===== src/rtl/ahb_wr_stream_feeder.sv =====
// Stream-to-UI write feeder for ahb_master: FIFO-buffers a valid/ready stream and issues one write burst per command.
// Optional AHB_FEEDER_XPROP_EN: o_ui_data driven to x whenever o_ui_dav=0.
module ahb_wr_stream_feeder #(
  parameter int DATA_WDT   = 32,
  parameter int BEAT_WDT   = 32,
  parameter int FIFO_DEPTH = 16
) (
  input  logic                i_hclk,
  input  logic                i_hreset_n,
  input  logic [DATA_WDT-1:0] i_s_data,
  input  logic                i_s_valid,
  output logic                o_s_ready,
  input  logic                i_cmd_valid,
  output logic                o_cmd_ready,
  input  logic [31:0]         i_cmd_addr,
  input  logic [2:0]          i_cmd_size,
  input  logic [BEAT_WDT-1:0] i_cmd_len,
  output logic                o_busy,
  output logic                o_done,
  output logic                o_ui_wr,
  output logic                o_ui_cont,
  output logic                o_ui_dav,
  output logic [DATA_WDT-1:0] o_ui_data,
  output logic [31:0]         o_ui_addr,
  output logic [2:0]          o_ui_size,
  output logic [BEAT_WDT-1:0] o_ui_min_len,
  input  logic                i_ui_next
);
  localparam int AW = $clog2(FIFO_DEPTH);
  localparam int CW = AW + 1;

  typedef enum logic [1:0] {IDLE, FIRST, ACTIVE} state_e;

  logic [DATA_WDT-1:0] mem_q [FIFO_DEPTH];
  logic [AW-1:0]       wr_ptr_q, rd_ptr_q, rd_nxt;
  logic [CW-1:0]       cnt_q, avail;
  logic                push, pop;

  state_e              state_q, state_d;
  logic [31:0]         caddr_q, caddr_d, uaddr_q, uaddr_d;
  logic [2:0]          csize_q, csize_d, usize_q, usize_d;
  logic [BEAT_WDT-1:0] clen_q, clen_d, ulen_q, ulen_d, beats_q, beats_d;
  logic                wr_q, wr_d, cont_q, cont_d, dav_q, dav_d, done_q, done_d;
  logic [DATA_WDT-1:0] data_q, data_d;

  assign o_s_ready = (cnt_q < CW'(FIFO_DEPTH));
  assign push      = i_s_valid & o_s_ready;
  assign rd_nxt    = rd_ptr_q + 1'b1;
  assign avail     = cnt_q - CW'(pop);

  always_ff @(posedge i_hclk) begin
    if (push) mem_q[wr_ptr_q] <= i_s_data;
  end

  always_ff @(posedge i_hclk or negedge i_hreset_n) begin
    if (!i_hreset_n) begin
      wr_ptr_q <= '0;
      rd_ptr_q <= '0;
      cnt_q    <= '0;
    end else begin
      if (push) wr_ptr_q <= wr_ptr_q + 1'b1;
      if (pop)  rd_ptr_q <= rd_nxt;
      cnt_q <= cnt_q + CW'(push) - CW'(pop);
    end
  end

  always_comb begin
    state_d = state_q;
    caddr_d = caddr_q;
    csize_d = csize_q;
    clen_d  = clen_q;
    uaddr_d = uaddr_q;
    usize_d = usize_q;
    ulen_d  = ulen_q;
    beats_d = beats_q;
    wr_d    = wr_q;
    cont_d  = cont_q;
    dav_d   = dav_q;
    data_d  = data_q;
    done_d  = 1'b0;
    pop     = 1'b0;
    case (state_q)
      IDLE: begin
        if (i_cmd_valid) begin
          caddr_d = i_cmd_addr;
          csize_d = i_cmd_size;
          clen_d  = i_cmd_len;
          beats_d = i_cmd_len;
          if (i_cmd_len == '0) done_d  = 1'b1;
          else                 state_d = FIRST;
        end
      end
      FIRST: begin
        if (cnt_q != '0) begin
          wr_d    = 1'b1;
          cont_d  = 1'b0;
          dav_d   = 1'b1;
          data_d  = mem_q[rd_ptr_q];
          uaddr_d = caddr_q;
          usize_d = csize_q;
          ulen_d  = clen_q;
          state_d = ACTIVE;
        end
      end
      ACTIVE: begin
        if (i_ui_next) begin
          pop = dav_q;
          if (dav_q && beats_q != '0) beats_d = beats_q - 1'b1;
          if (dav_q && beats_q <= BEAT_WDT'(1)) begin
            wr_d    = 1'b0;
            cont_d  = 1'b0;
            dav_d   = 1'b0;
            done_d  = 1'b1;
            state_d = IDLE;
          end else begin
            cont_d = 1'b1;
            // the current head is still in mem_q this cycle, so a pop means the next beat sits one slot on
            if (avail != '0) begin
              dav_d  = 1'b1;
              data_d = pop ? mem_q[rd_nxt] : mem_q[rd_ptr_q];
            end else begin
              dav_d  = 1'b0;
            end
          end
        end
      end
      default: state_d = IDLE;
    endcase
  end

  always_ff @(posedge i_hclk or negedge i_hreset_n) begin
    if (!i_hreset_n) begin
      state_q <= IDLE;
      caddr_q <= '0;
      csize_q <= '0;
      clen_q  <= '0;
      uaddr_q <= '0;
      usize_q <= '0;
      ulen_q  <= '0;
      beats_q <= '0;
      wr_q    <= 1'b0;
      cont_q  <= 1'b0;
      dav_q   <= 1'b0;
      data_q  <= '0;
      done_q  <= 1'b0;
    end else begin
      state_q <= state_d;
      caddr_q <= caddr_d;
      csize_q <= csize_d;
      clen_q  <= clen_d;
      uaddr_q <= uaddr_d;
      usize_q <= usize_d;
      ulen_q  <= ulen_d;
      beats_q <= beats_d;
      wr_q    <= wr_d;
      cont_q  <= cont_d;
      dav_q   <= dav_d;
      data_q  <= data_d;
      done_q  <= done_d;
    end
  end

  assign o_cmd_ready  = (state_q == IDLE);
  assign o_busy       = (state_q != IDLE);
  assign o_done       = done_q;
  assign o_ui_wr      = wr_q;
  assign o_ui_cont    = cont_q;
  assign o_ui_dav     = dav_q;
  assign o_ui_addr    = uaddr_q;
  assign o_ui_size    = usize_q;
  assign o_ui_min_len = ulen_q;
`ifdef AHB_FEEDER_XPROP_EN
  assign o_ui_data    = dav_q ? data_q : {DATA_WDT{1'bx}};
`else
  assign o_ui_data    = data_q;
`endif
endmodule

===== config.mk =====
export PLATFORM = sky130hd
export DESIGN_NAME = ahb_wr_stream_feeder
export DESIGN_NICKNAME = d
export VERILOG_FILES = /design/src/rtl/ahb_wr_stream_feeder.sv
export SDC_FILE = /design/constraint.sdc
export NUM_CORES = 1
export LEC_CHECK = 0
export ABC_AREA = 0
export BUFFER_PORTS_ARGS = -buffer_cell sky130_fd_sc_hd__buf_2
export CAP_MARGIN = 20
export CORE_ASPECT_RATIO = 0.9
export CORE_MARGIN = 2
export CORE_UTILIZATION = 60
export DETAILED_ROUTE_END_ITERATION = 10
export MAX_ROUTING_LAYER = met4
export PLACE_DENSITY = 0.79
export RECOVER_POWER = 50
export SETUP_SLACK_MARGIN = 0.4
export SYNTH_ARGS = -nofsm -noshare
export SYNTH_HDL_FRONTEND = slang
export SYNTH_SLANG_ARGS = --single-unit

===== constraint.sdc =====
create_clock -name i_hclk -period 4.09 [get_ports i_hclk]
set_input_delay 1.0225 -clock i_hclk [delete_from_list [all_inputs] [get_ports i_hclk]]
set_output_delay 1.0225 -clock i_hclk [all_outputs]
set_load 0.05 [all_outputs]

==> metrics.txt <==
Worst Max-Slew Pin Slew=1.28 ns; pin count of the biggest net entering global routing=161; die width=250 um; die area=56,300 um2; TNS Setup=0 ns; DR vias=20,304; die height=225 um; fin nets=2,322; Placer Congestion=0.878; Final Hold Viols=0; Starting Density=0.604; crit-path leading delay family=simple AND/OR/NAND/NOR gates; CTS Hold Buffers Added=0; # IOs=210; CTS-repair resized insts=0; Synth Cell Area=32,700 um2; Inserted Clock Buffers=72; Total Power=31,000 uW; Seq cells post-synth=729; Lkg Pwr=0.0133 uW; CP peak stage delay=1.04 ns; num rows=81; latest clock arrival within the worst-skew pair=0.62 ns; CP Capture Type=flip-flop; CP Class=flip-flop to flip-flop; Worst-path clk slew=0.06 ns; Longest Clk Path Bufs=3; CP Data Required Time=4.57 ns; DRT Pass-1 Iters=6; final setup fails=0; Synth cell types=55; TritonCTS clock tree=yes; Crit-path slowest cell=and2_0; Post-synth top flop=edfxtp_1; vias in the first global route=20,731; CP bufs+invs=1; crit-path max FO=33; fmax=298 MHz; 1st-iter DRT viols=2,945; PwrDens=833 nW/um2; post-DR vias/cell=6.83; wire length of the first global-routing pass=126 mm; yosys warns=0; fin crit period=3.35 ns; DR DRC count=0; Seq/Total Area, Yosys=0.637; Post-DP HPWL=49.7 mm; final max-slew violation count=0; DRT Wirelength=82.9 mm; setup repair bufs after CTS=0; Syn Nets=2,112; Worst Setup Start Kind=flip-flop; overall global routing resource usage=0.308; PortBufs=209; RSZ-0062 raised after global routing=no; WP data arrival=3.83 ns; Worst Hold Class=flip-flop to flip-flop; Max-slew headroom=0.147; fraction of registers with async set/reset=0.298; Gate Count Post-Synth=1,992; post-route ant nets=0; CTS H-tree lvls=3; Final Cycle Share=0.820; status=finished clean; max cap viols=0; share of layout cells above drive strength 1=0.326; Peak VDD IR=0.000855 V; WL/cell=27.9 um; initial antenna violation count=6; clock sinks=729; cells along the critical path=nor2_1 -> and2_0 -> clkbuf_2 -> mux2_2; Post-synth EDFFs=512; grt ovf=0; area grow syn2layout=13.8%; syn avg cell area=16.4 um2; clock skew=0.0286 ns; Core ar.=54,100 um2; Root Buffer=clkbuf_16
-- metrics by stage --
| step | area, um2 | cells | utilization | hold WS [ns] | setup WS, ns |
|---|---|---|---|---|---|
| 4_1_cts | 37300 | 2967 | 0.689 | 0.498 | 0.940 |
| 2_1_floorplan | 32700 | 1992 | - | 0.457 | 0.700 |
| 3_5_place_dp | 34900 | 2833 | 0.645 | 0.479 | 0.658 |
| 5_1_grt | 37200 | 2972 | 0.687 | 0.510 | 0.547 |
| 3_3_place_gp | 34900 | 2833 | 0.645 | 0.480 | 0.718 |
| 6_report | 37200 | 2972 | 0.687 | 0.497 | 0.738 |
-- synthesized netlist by cell type (25+ instances only) --
master    number  area share
clkbuf_1      74      0.0085
inv_1        147       0.017
mux4_2       256        0.18
a31oi_1       34      0.0065
dfrtp_1      217        0.17
buf_2         32      0.0049
a21oi_1       38      0.0058
nor3_1        25      0.0038
edfxtp_1     512        0.47
o21ai_0       75       0.011
nand2_1       38      0.0044
or3_1         39      0.0075
mux2_2       135       0.047
nor2_1        81      0.0093
o22ai_1      134       0.026
-- final timing paths --
kind,from,endpoint,slack (ns),cells after the start
hold / removal,caddr_q[8],o_ui_addr[8],0.50,1
min in group asynchronous,i_hreset_n,o_ui_min_len[19],0.55,1
setup reg to reg,state_q[1],caddr_q[10],0.74,4
hold reg to reg,caddr_q[8],o_ui_addr[8],0.50,1
max in group asynchronous,i_hreset_n,beats_q[20],2.51,2
setup / recovery,state_q[1],caddr_q[10],0.74,4
-- power by group --
part,internal (uW),leakage [uW],switching (uW),total (uW)
combinational,5840,0.00498,8170,14000
clock,3850,0.00115,2790,6650
sequential,9360,0.00715,977,10300
total,19100,0.0133,11900,31000
-- cell families after synthesis --
group                      count (synthesis)  synth area share
AOI/OAI and AO/OA                        319            0.0592
xor gates and xnor gates                  10           0.00268
adders and majority gates                 16           0.00636
buffers and inverters                    281            0.0347
DFF                                      729             0.637
muxes                                    391             0.223
and+or+nand+nor                          246            0.0374
-- cell usage in the layout, fill, tap and decap left out, types with 7 or more instances in the layout --
cell         n
clkbuf_1    72
edfxtp_1   512
nand2b_1     9
inv_1      147
a21oi_1     36
nor4_1      15
o22ai_1    134
o21ai_0     75
mux4_2     256
nor2_4      13
dfrtp_1    215
ha_1        14
a22oi_1      7
xnor2_1      8
clkinv_2     7
mux2_2     135
or3_1       39
clkinv_1    16
a31oi_1     34
clkbuf_16   77
nor3_1      21
nor2_1      68
buf_12      16
buf_4       43
nand3_1     10
buf_2      155
nand2_1     38
-- layout make-up --
| type | count | area (um2) |
|---|---|---|
| flip-flops and latches | 729 | 20800 |
| repair buffers | 270 | 1640 |
| multi-input cells | 982 | 10900 |
| clock buffers | 100 | 2060 |
| clock inverters | 34 | 297 |
| fillers | 3426 | 16900 |
| inverters | 147 | 552 |
| well taps | 705 | 882 |
| diodes | 5 | 12.5 |
-- worst reg2reg max path, cell delays in order, from the launching register on --
cell and delay, ns:
dfrtp_1 0.49, nor2_1 0.39, and2_0 1.04, clkbuf_2 0.85
mux2_2 0.44
-- registers in the layout (all words and copies together), names as in the netlist --
register,cells
caddr_q,32
clen_q,32
state_q,2
o_ui_size,3
o_ui_min_len,32
cnt_q,5
o_done,1
rd_ptr_q,4
o_ui_cont,1
beats_q,32
csize_q,3
wr_ptr_q,4
o_ui_addr,32
o_ui_wr,1
o_ui_dav,1
mem_q,512
o_ui_data,32
-- routing by layer --
layer,part of all wire,GRT usage,vias up,routed length [um]
li1,-,-,8356,-
met1,0.37,0.408,10341,30400
met2,0.49,0.481,1350,40200
met3,0.11,0.0640,257,9090
met4,0.038,0.115,0,3120
met5,0,-,-,0
Note: power is estimated with default switching activity, not from simulation.
